==> src/rtl/instr_fetch_pkg.sv <==
// Shared types and constants for the instruction fetch unit: FSM state encoding,
// memory latency bound and reset values for the PC and instruction registers.
package fetch_pkg;

    typedef enum logic [2:0] {
        IDLE,
        READ,
        WAIT,
        CAPTURE,
        HALTED
    } state_t;

    localparam int MEM_LAT_MAX     = 4;
    localparam int WAIT_CNT_W      = $clog2(MEM_LAT_MAX);
    localparam int PC_RESET_VAL    = 0;
    localparam int INSTR_RESET_VAL = 0;

    // WAIT runs MEM_LAT-1 cycles, so the down-counter starts at MEM_LAT-2.
    function automatic logic [WAIT_CNT_W-1:0] waitLoad(input int memLat);
        return (memLat > 1) ? WAIT_CNT_W'(memLat - 2) : '0;
    endfunction

endpackage

==> src/rtl/instr_fetch_if.sv <==
// Controller/memory/IR side bundle of the fetch unit. The master side is whoever
// drives the controller handshake and returns memory data; the slave is the fetch unit.
interface instr_fetch_if #(
    parameter int ADDR_W  = 8,
    parameter int INSTR_W = 8
);
    logic               fetch_req;
    logic               jump_en;
    logic [ADDR_W-1:0]  jump_addr;
    logic               halt;
    logic               imem_rd;
    logic [ADDR_W-1:0]  imem_addr;
    logic [INSTR_W-1:0] imem_data;
    logic [INSTR_W-1:0] instr;
    logic               instr_valid;
    logic [ADDR_W-1:0]  pc;
    logic               busy;
    logic               halted;

    modport master (
        output fetch_req, jump_en, jump_addr, halt, imem_data,
        input  imem_rd, imem_addr, instr, instr_valid, pc, busy, halted
    );

    modport slave (
        input  fetch_req, jump_en, jump_addr, halt, imem_data,
        output imem_rd, imem_addr, instr, instr_valid, pc, busy, halted
    );

endinterface

==> src/rtl/instr_fetch_pc_counter.sv <==
// Program counter register: loads a new value (jump target or post-fetch increment)
// when told to, otherwise holds.
module pc_counter
    import fetch_pkg::*;
#(
    parameter int ADDR_W = 8
) (
    input  logic              clk,
    input  logic              rst,
    input  logic              i_load,
    input  logic [ADDR_W-1:0] i_loadVal,
    output logic [ADDR_W-1:0] o_pc
);

    logic [ADDR_W-1:0] r_pc;

    always_ff @(posedge clk or posedge rst) begin
        if (rst) begin
            r_pc <= ADDR_W'(PC_RESET_VAL);
        end else if (i_load) begin
            r_pc <= i_loadVal;
        end
    end

    assign o_pc = r_pc;

endmodule

==> src/rtl/instr_fetch.sv <==
// Instruction fetch unit: issues reads to a synchronous instruction memory and
// delivers each returned word to the instruction register with a one-cycle valid strobe.
module instr_fetch
    import fetch_pkg::*;
#(
    parameter int ADDR_W  = 8,
    parameter int INSTR_W = 8,
    parameter int MEM_LAT = 1
) (
    input  logic          clk,
    input  logic          RST,
    instr_fetch_if.slave  io_fetch
);

    state_t                r_state;
    logic [WAIT_CNT_W-1:0] r_waitCnt;
    logic                  r_haltPend;
    logic                  r_imemRd;
    logic [ADDR_W-1:0]     r_imemAddr;
    logic [INSTR_W-1:0]    r_instr;
    logic                  r_instrValid;

    logic                  w_pcLoad;
    logic [ADDR_W-1:0]     w_pcLoadVal;
    logic [ADDR_W-1:0]     w_pc;

    // PC moves on a jump in IDLE (with or without a fetch) and after every capture.
    always_comb begin
        w_pcLoad    = 1'b0;
        w_pcLoadVal = r_imemAddr + 1'b1;
        case (r_state)
            IDLE: begin
                if (!io_fetch.halt && io_fetch.jump_en) begin
                    w_pcLoad    = 1'b1;
                    w_pcLoadVal = io_fetch.jump_addr;
                end
            end
            CAPTURE: begin
                w_pcLoad = 1'b1;
            end
            default: begin
                w_pcLoad = 1'b0;
            end
        endcase
    end

    pc_counter #(
        .ADDR_W (ADDR_W)
    ) u_pcCounter (
        .clk       (clk),
        .rst       (RST),
        .i_load    (w_pcLoad),
        .i_loadVal (w_pcLoadVal),
        .o_pc      (w_pc)
    );

    always_ff @(posedge clk or posedge RST) begin
        if (RST) begin
            r_state      <= IDLE;
            r_waitCnt    <= '0;
            r_haltPend   <= 1'b0;
            r_imemRd     <= 1'b0;
            r_imemAddr   <= ADDR_W'(PC_RESET_VAL);
            r_instr      <= INSTR_W'(INSTR_RESET_VAL);
            r_instrValid <= 1'b0;
        end else begin
            r_imemRd     <= 1'b0;
            r_instrValid <= 1'b0;
            case (r_state)
                IDLE: begin
                    if (io_fetch.halt) begin
                        r_state <= HALTED;
                    end else if (io_fetch.fetch_req) begin
                        r_state    <= READ;
                        r_imemRd   <= 1'b1;
                        r_imemAddr <= io_fetch.jump_en ? io_fetch.jump_addr : w_pc;
                    end
                end
                READ: begin
                    r_haltPend <= r_haltPend | io_fetch.halt;
                    if (MEM_LAT > 1) begin
                        r_state   <= WAIT;
                        r_waitCnt <= waitLoad(MEM_LAT);
                    end else begin
                        r_state <= CAPTURE;
                    end
                end
                WAIT: begin
                    r_haltPend <= r_haltPend | io_fetch.halt;
                    if (r_waitCnt == '0) begin
                        r_state <= CAPTURE;
                    end else begin
                        r_waitCnt <= r_waitCnt - 1'b1;
                    end
                end
                CAPTURE: begin
                    r_instr      <= io_fetch.imem_data;
                    r_instrValid <= 1'b1;
                    r_haltPend   <= r_haltPend | io_fetch.halt;
                    r_state      <= (r_haltPend || io_fetch.halt) ? HALTED : IDLE;
                end
                HALTED: begin
                    r_state <= HALTED;
                end
                default: begin
                    r_state <= IDLE;
                end
            endcase
        end
    end

    assign io_fetch.imem_rd     = r_imemRd;
    assign io_fetch.imem_addr   = r_imemAddr;
    assign io_fetch.instr       = r_instr;
    assign io_fetch.instr_valid = r_instrValid;
    assign io_fetch.pc          = w_pc;
    assign io_fetch.busy        = (r_state != IDLE) && (r_state != HALTED);
    assign io_fetch.halted      = (r_state == HALTED);

endmodule
==> src/flat_wrapper.sv <==
// flat-port wrapper written by rule: the top's interface ports become plain ports
module instr_fetch_flat import fetch_pkg::*;
#(
    parameter int ADDR_W  = 8,
    parameter int INSTR_W = 8,
    parameter int MEM_LAT = 1
)
  (clk, RST, io_fetch_fetch_req, io_fetch_jump_en, io_fetch_jump_addr, io_fetch_halt, io_fetch_imem_data, io_fetch_imem_rd, io_fetch_imem_addr, io_fetch_instr, io_fetch_instr_valid, io_fetch_pc, io_fetch_busy, io_fetch_halted);
  instr_fetch_if #(.ADDR_W(ADDR_W), .INSTR_W(INSTR_W)) io_fetch_i ();
  input  logic clk;
  input  logic RST;
  input wire logic [$bits(io_fetch_i.fetch_req)-1:0] io_fetch_fetch_req;
  input wire logic [$bits(io_fetch_i.jump_en)-1:0] io_fetch_jump_en;
  input wire logic [$bits(io_fetch_i.jump_addr)-1:0] io_fetch_jump_addr;
  input wire logic [$bits(io_fetch_i.halt)-1:0] io_fetch_halt;
  input wire logic [$bits(io_fetch_i.imem_data)-1:0] io_fetch_imem_data;
  output wire logic [$bits(io_fetch_i.imem_rd)-1:0] io_fetch_imem_rd;
  output wire logic [$bits(io_fetch_i.imem_addr)-1:0] io_fetch_imem_addr;
  output wire logic [$bits(io_fetch_i.instr)-1:0] io_fetch_instr;
  output wire logic [$bits(io_fetch_i.instr_valid)-1:0] io_fetch_instr_valid;
  output wire logic [$bits(io_fetch_i.pc)-1:0] io_fetch_pc;
  output wire logic [$bits(io_fetch_i.busy)-1:0] io_fetch_busy;
  output wire logic [$bits(io_fetch_i.halted)-1:0] io_fetch_halted;
  assign io_fetch_i.fetch_req = io_fetch_fetch_req;
  assign io_fetch_i.jump_en = io_fetch_jump_en;
  assign io_fetch_i.jump_addr = io_fetch_jump_addr;
  assign io_fetch_i.halt = io_fetch_halt;
  assign io_fetch_i.imem_data = io_fetch_imem_data;
  assign io_fetch_imem_rd = io_fetch_i.imem_rd;
  assign io_fetch_imem_addr = io_fetch_i.imem_addr;
  assign io_fetch_instr = io_fetch_i.instr;
  assign io_fetch_instr_valid = io_fetch_i.instr_valid;
  assign io_fetch_pc = io_fetch_i.pc;
  assign io_fetch_busy = io_fetch_i.busy;
  assign io_fetch_halted = io_fetch_i.halted;
  instr_fetch #(.ADDR_W(ADDR_W), .INSTR_W(INSTR_W), .MEM_LAT(MEM_LAT)) u_core (.clk(clk), .RST(RST), .io_fetch(io_fetch_i));
endmodule
==> config.mk <==
export PLATFORM = sky130hd
export DESIGN_NAME = instr_fetch_flat
export DESIGN_NICKNAME = d
export VERILOG_FILES = /design/src/rtl/instr_fetch_pkg.sv /design/src/rtl/instr_fetch_if.sv /design/src/rtl/instr_fetch_pc_counter.sv /design/src/rtl/instr_fetch.sv /design/src/flat_wrapper.sv
export SDC_FILE = /design/constraint.sdc
export NUM_CORES = 1
export LEC_CHECK = 0
export ABC_CLOCK_PERIOD_IN_PS = 2900
export CAP_MARGIN = 15
export CORE_AREA = 2 2 59 61
export CTS_CLUSTER_DIAMETER = 30
export DETAILED_ROUTE_END_ITERATION = 7
export DIE_AREA = 0 0 61 63
export GPL_TIMING_DRIVEN = 0
export PLACE_DENSITY = 0.82
export SLEW_MARGIN = 20
export SYNTH_ARGS = -nofsm -noshare
export SYNTH_HDL_FRONTEND = slang
export SYNTH_SLANG_ARGS = --single-unit
==> constraint.sdc <==
create_clock -name clk -period 2.9 [get_ports clk]
set_clock_uncertainty 0.15 [all_clocks]
set_input_delay 0.58 -clock clk [delete_from_list [all_inputs] [get_ports clk]]
set_output_delay 0.58 -clock clk [all_outputs]
set_load 0.01 [all_outputs]
### Word level (Yosys, flattened, before mapping)

Cells that the tools add are included.
Widths: inputs -> output; s select.

| word-level totals | value |
|---|---|
| flip-flop bits (word level) | 32 |
| RAM bits | 0 |
| latch bits | 0 |
| bits in read-only memories | 0 |
| input bits | 21 |
| memories kept | 0 |

| operators by class | value |
|---|---|
| equality and inequality tests | 7 |
| shift operators | 0 |
| div/mod/pow operators | 0 |
| $add $sub $neg | 2 |
| magnitude comparators | 0 |
| multiply operators | 0 |
| reduce and logical (&&, ||, !) cells | 11 |
| bitwise operators | 3 |
| multiplexer cells | 14 |

Operator list:

| kind | number |
|---|---|
| $mux 8 | 3 |
| $pmux 3 s5 | 1 |
| $mux 3 | 4 |
| $add 8x1->8 const B | 1 |
| $eq 3x2->1 const B | 2 |
| $ne 3x3->1 const B | 2 |
| $mux 1 | 5 |
| $reduce_and 2->1 | 2 |
| $eq 3x1->1 const B | 1 |
| $eq 3x3->1 const B | 1 |
| $logic_not 3->1 | 1 |
| $reduce_and 3->1 | 1 |
| $reduce_bool 3->1 | 1 |
| $reduce_or 3->1 | 1 |
| $logic_and 1x1->1 | 2 |
| $logic_not 2->1 | 1 |
| $ne 2x1->1 const B | 1 |
| $not 1->1 | 2 |
| $pmux 1 s2 | 1 |
| $sub 2x1->2 const B | 1 |
| $logic_not 1->1 | 1 |
| $logic_or 1x1->1 | 1 |
| $or 1x1->1 | 1 |

### Logic depth before layout (Yosys ltp)

| logic depth | value |
|---|---|
| depth in word-level cells | 4 |
| gate-level depth with buffers | 6 |
| mapped depth without buffers | 6 |

### Hierarchy

From an unflattened synthesis, not the netlist that was laid out.

| unflattened totals | value |
|---|---|
| cells, all modules | 139 |
| area, all modules | 1654.1 sq um |

By module, submodules not included:

| module | area each (sq um) | seq. area each (sq um) | cells each | times used |
|---|---|---|---|---|
| instr_fetch | 1318.8 | 600.6 | 121 | 1 |
| pc_counter | 335.3 | 200.2 | 18 | 1 |

### Least setup slack after synthesis

No wires, ideal clock.

| path | value |
|---|---|
| path kind | input port to flip-flop |
| start point | input port io_fetch_jump_en |
| end point | register u_core.u_pcCounter.r_pc[0] (netlist: u_core.u_pcCounter.o_pc[0]) |
| path buffers | 2 |
| arrival | 1.349 ns |
| slack | 1.275 ns |
| cell stages on the path | 4 |
| path through | buf_4 -> and3_1 -> buf_6 -> a221o_1 |

| on the way | value |
|---|---|
| cells in the longest elaborated chain, start to end | 3 |
| elaborated cells on any way between the ends | 5 |
| those cells by class | 4 x mux; 1 x reduce/logical |

RTL lines:

| what | line | text |
|---|---|---|
| start, declared | flat_wrapper.sv:13 | `input wire logic [$bits(io_fetch_i.jump_en)-1:0] io_fetch_jump_en;` |
| $logic_and 1x1->1 * | instr_fetch.sv:33 | `if (!io_fetch.halt && io_fetch.jump_en) begin` |
| $mux 1 or $mux 8 (tied branches) | instr_fetch.sv:33 |  |
| $pmux 1 s2 or $mux 8 (tied branches) | instr_fetch.sv:31 | `case (r_state)` |
| end signal, assigned | instr_fetch_pc_counter.sv:19 | `r_pc <= ADDR_W'(PC_RESET_VAL);` |
| end signal, assigned | instr_fetch_pc_counter.sv:21 | `r_pc <= i_loadVal;` |
| end, declared | instr_fetch_pc_counter.sv:15 | `logic [ADDR_W-1:0] r_pc;` |

Every way passes the cells marked *; elsewhere a longest branch is shown, timed or not.
A chain may end at the register's enable or synchronous reset.

### Worst setup path in the final report

| path | value |
|---|---|
| start point | register u_core.r_state[0] |
| end point | output port io_fetch_halted |

| on the way | value |
|---|---|
| cells in the longest elaborated chain, start to end | 1 |

RTL lines:

| what | line | text |
|---|---|---|
| start, declared | instr_fetch.sv:15 | `state_t r_state;` |
| start signal, assigned | instr_fetch.sv:100 | `r_state <= (r_haltPend \|\| io_fetch.halt) ? HALTED : IDLE;` |
| $eq 3x3->1 | instr_fetch.sv:118 | `assign io_fetch.halted = (r_state == HALTED);` |
| end, declared | flat_wrapper.sv:23 | `output wire logic [$bits(io_fetch_i.halted)-1:0] io_fetch_halted;` |

Every way passes these cells.

==> flow_summary.ini <==
[cells_and_area]
drive_above_1_share_pct = 9.90
nets = 225
fin_cells = 248
syn2layout_area_growth_pct = 38.2
nFillCells = 274
final_core_util_pct = 64.3
n_antenna_cell = 0

[setup_path]
path_class = flop to output port
required_ps = 2170
critPathMaxFanout = 7
cp_slowest_stage_delay_ps = 520
cp_top_family = buffers and inverters
end_kind = output port
arrival_ps = 1740
cp_slowest_cell = clkdlybuf4s50_1
start_kind = flop
path_buf_inv = 2
path_cells = buf_4, nor2_4, and2_1, clkdlybuf4s50_1

[routing]
drtIter0Drc = 54
first_pass_iters = 4
postRouteAntennaNets = 0
wire_per_inst_um = 14.6
wl_mm = 3.63
routed_via_density = 5.18
post-route-drc-count = 0
dr_total_vias = 1285

[timing]
finalHoldViolations = 0
fin_crit_sh_pct = 85.2
max_freq_mhz = 405
period_needed_ps = 2470
final-setup-viol-count = 0
slew_violations = 0
rsz0062_at_grt = false
worst_slew_pin_slew_ps = 675
tns_ps = 0
max_slew_margin_pct = 54.9

[clocking]
cts_root_buf = clkbuf_4
cts_sinks = 32
cts_tree = yes
cts.htree.levels = 2
postCtsSetupRepairBufs = 0
clk_latency_ps = 340
clk_pin_slew_ps = 90
numCtsBuffers = 5
post_cts_resize_count = 0
cts_buffer_depth = 2
cts_hold_buf = 0

[hold_path]
hp-class = flop to flop

[synth]
synth_top_area_share_pct = 53.3
ys_async_sr_fraction_pct = 100
netlist_instances = 148
synth-edff-count = 0
yosys.cell_count.top_type = nand2_1
ys_top_cells_by_count = nand2_1, dfrtp_1, o21ai_0
yosys.area.top_type = dfrtp_1
syn_nets = 171
synth.avg_cell_area_um2 = 10.2
synth_seq_area_share_pct = 53.3
synth_area_um2 = 1500
synthFlopType = dfrtp_1
ys_seq_elements = 32
yosys-top-cells-area = dfrtp_1, nand2_1, mux2i_1
ys_types = 30
yosys_warnings = 0

[die]
rows = 21
start_util_pct = 46.5
pin_count = 49
coreArea_um2 = 3230
fp.dieW_um = 61
dieHeight_um = 63
design.die.area_um2 = 3840

[global_route]
grt_usage_pct = 21.3
grt_first_pass_wirelength_mm = 6.08
grt_max_degree = 33
grt_overflow_total = 0
grt.met1_usage_pct = 25.2
grt_pass1_vias = 1331
grt_util_met3_pct = 4.97
grt-busiest-layer = met2
grt_use_met2_pct = 35.9
grt_antenna_before_repair = 0

[power_and_ir_drop]
powerDensity_nw_per_um2 = 944
ir_drop_v = 0.000483
power.leakage_nw = 0.947

[placement]
portBuffers = 47
place_inst = 241
post-dp-hpwl_mm = 2.68
gp_congestion = 0.835

[flow_run]
drv_cap = 0

[status]
status = finished, final reports clean
## state kept, by name (all words and copies together) (netlist names)
signal                       flops
u_core.io_fetch.imem_addr        8
u_core.io_fetch.imem_rd          1
u_core.io_fetch.instr            8
u_core.io_fetch.instr_valid      1
u_core.r_haltPend                1
u_core.r_state                   3
u_core.r_waitCnt                 2
u_core.u_pcCounter.o_pc          8
## kinds of logic (layout without fill, tap and decap cells)
| group | after synthesis | count (layout) | synth area share, % |
|---|---|---|---|
| xor gates and xnor gates | 8 | 8 | 4.66 |
| AOI/OAI and AO/OA | 27 | 27 | 12.3 |
| and+or+nand+nor | 55 | 55 | 16.9 |
| muxes | 9 | 9 | 6.00 |
| adders and majority gates | 2 | 2 | 1.67 |
| buffers and inverters | 15 | 69 | 5.16 |
| DFF | 32 | 32 | 53.3 |
## worst reg2reg max path: stages (launching register included)
cell and delay, ps:
dfrtp_1 440, nor2_1 330, nand3_2 220, buf_2 240, nand2_1 80, o21ai_0 90
## stage by stage
step / worst slack (ps) / instance area [um2] / power (mW) / hold slack, ps
after floorplan: 1280 / 1500 / 1.23 / 287
after global placement: 698 / 2030 / 1.68 / 304
after detailed placement: 618 / 2030 / 1.73 / 319
after CTS: 403 / 2080 / 1.97 / 341
after global routing: 365 / 2080 / 2.10 / 376
final: 428 / 2080 / 1.96 / 336
## path summary, 6_finish.rpt
kind	startpoint	to	slack (ps)	cells after the start
setup reg to reg	u_core.r_state[2]	u_core.io_fetch.imem_addr[3]	1240	5
max in group asynchronous	RST	u_core.u_pcCounter.o_pc[7]	1640	2
hold reg to reg	u_core.io_fetch.instr[1]	u_core.io_fetch.instr[1]	340	2
setup / recovery	u_core.r_state[0]	io_fetch_halted	430	4
min in group asynchronous	RST	u_core.io_fetch.instr[3]	510	2
hold / removal	u_core.io_fetch.instr[1]	u_core.io_fetch.instr[1]	340	2
## metal layers
metal	up-vias	wire [um]	share of wire [%]
li1	603	-	-
met1	633	1480	41
met2	41	1880	52
met3	8	200	5.5
met4	0	68	1.9
met5	-	0	0
## cell usage in the layout, fill, tap and decap left out, types with 2 or more instances in the layout
cell	netlist	layout
a22oi_1	6	6
inv_2	1	2
buf_2	2	2
clkbuf_4	0	5
nand2_1	36	36
o21ai_0	10	10
xnor2_1	7	7
o21ai_1	4	4
nand3_1	3	3
a221o_1	2	2
mux2i_1	9	9
buf_4	3	3
ha_1	2	2
dfrtp_1	32	32
clkdlybuf4s50_1	0	47
nor2_1	8	8
inv_1	8	7
## layout make-up
class	instances	area, um2	area share [%]
sequential	32	801	38.6
multi-input combinational	101	624	30.1
timing repair buffer	47	470	22.7
tap	46	57.6	2.77
buffer	6	43.8	2.11
clock buffer	6	41.3	1.99
inverter	9	33.8	1.63
clock inverter	1	5.00	0.241
## report_power, final
group,leakage [nW],internal (mW),total (mW),switching [mW]
clock,0.0281,0.0892,0.240,0.151
sequential,0.398,0.627,0.790,0.163
combinational,0.521,0.514,0.930,0.416
total,0.947,1.23,1.96,0.730
Power figures use the tool's default switching activity.
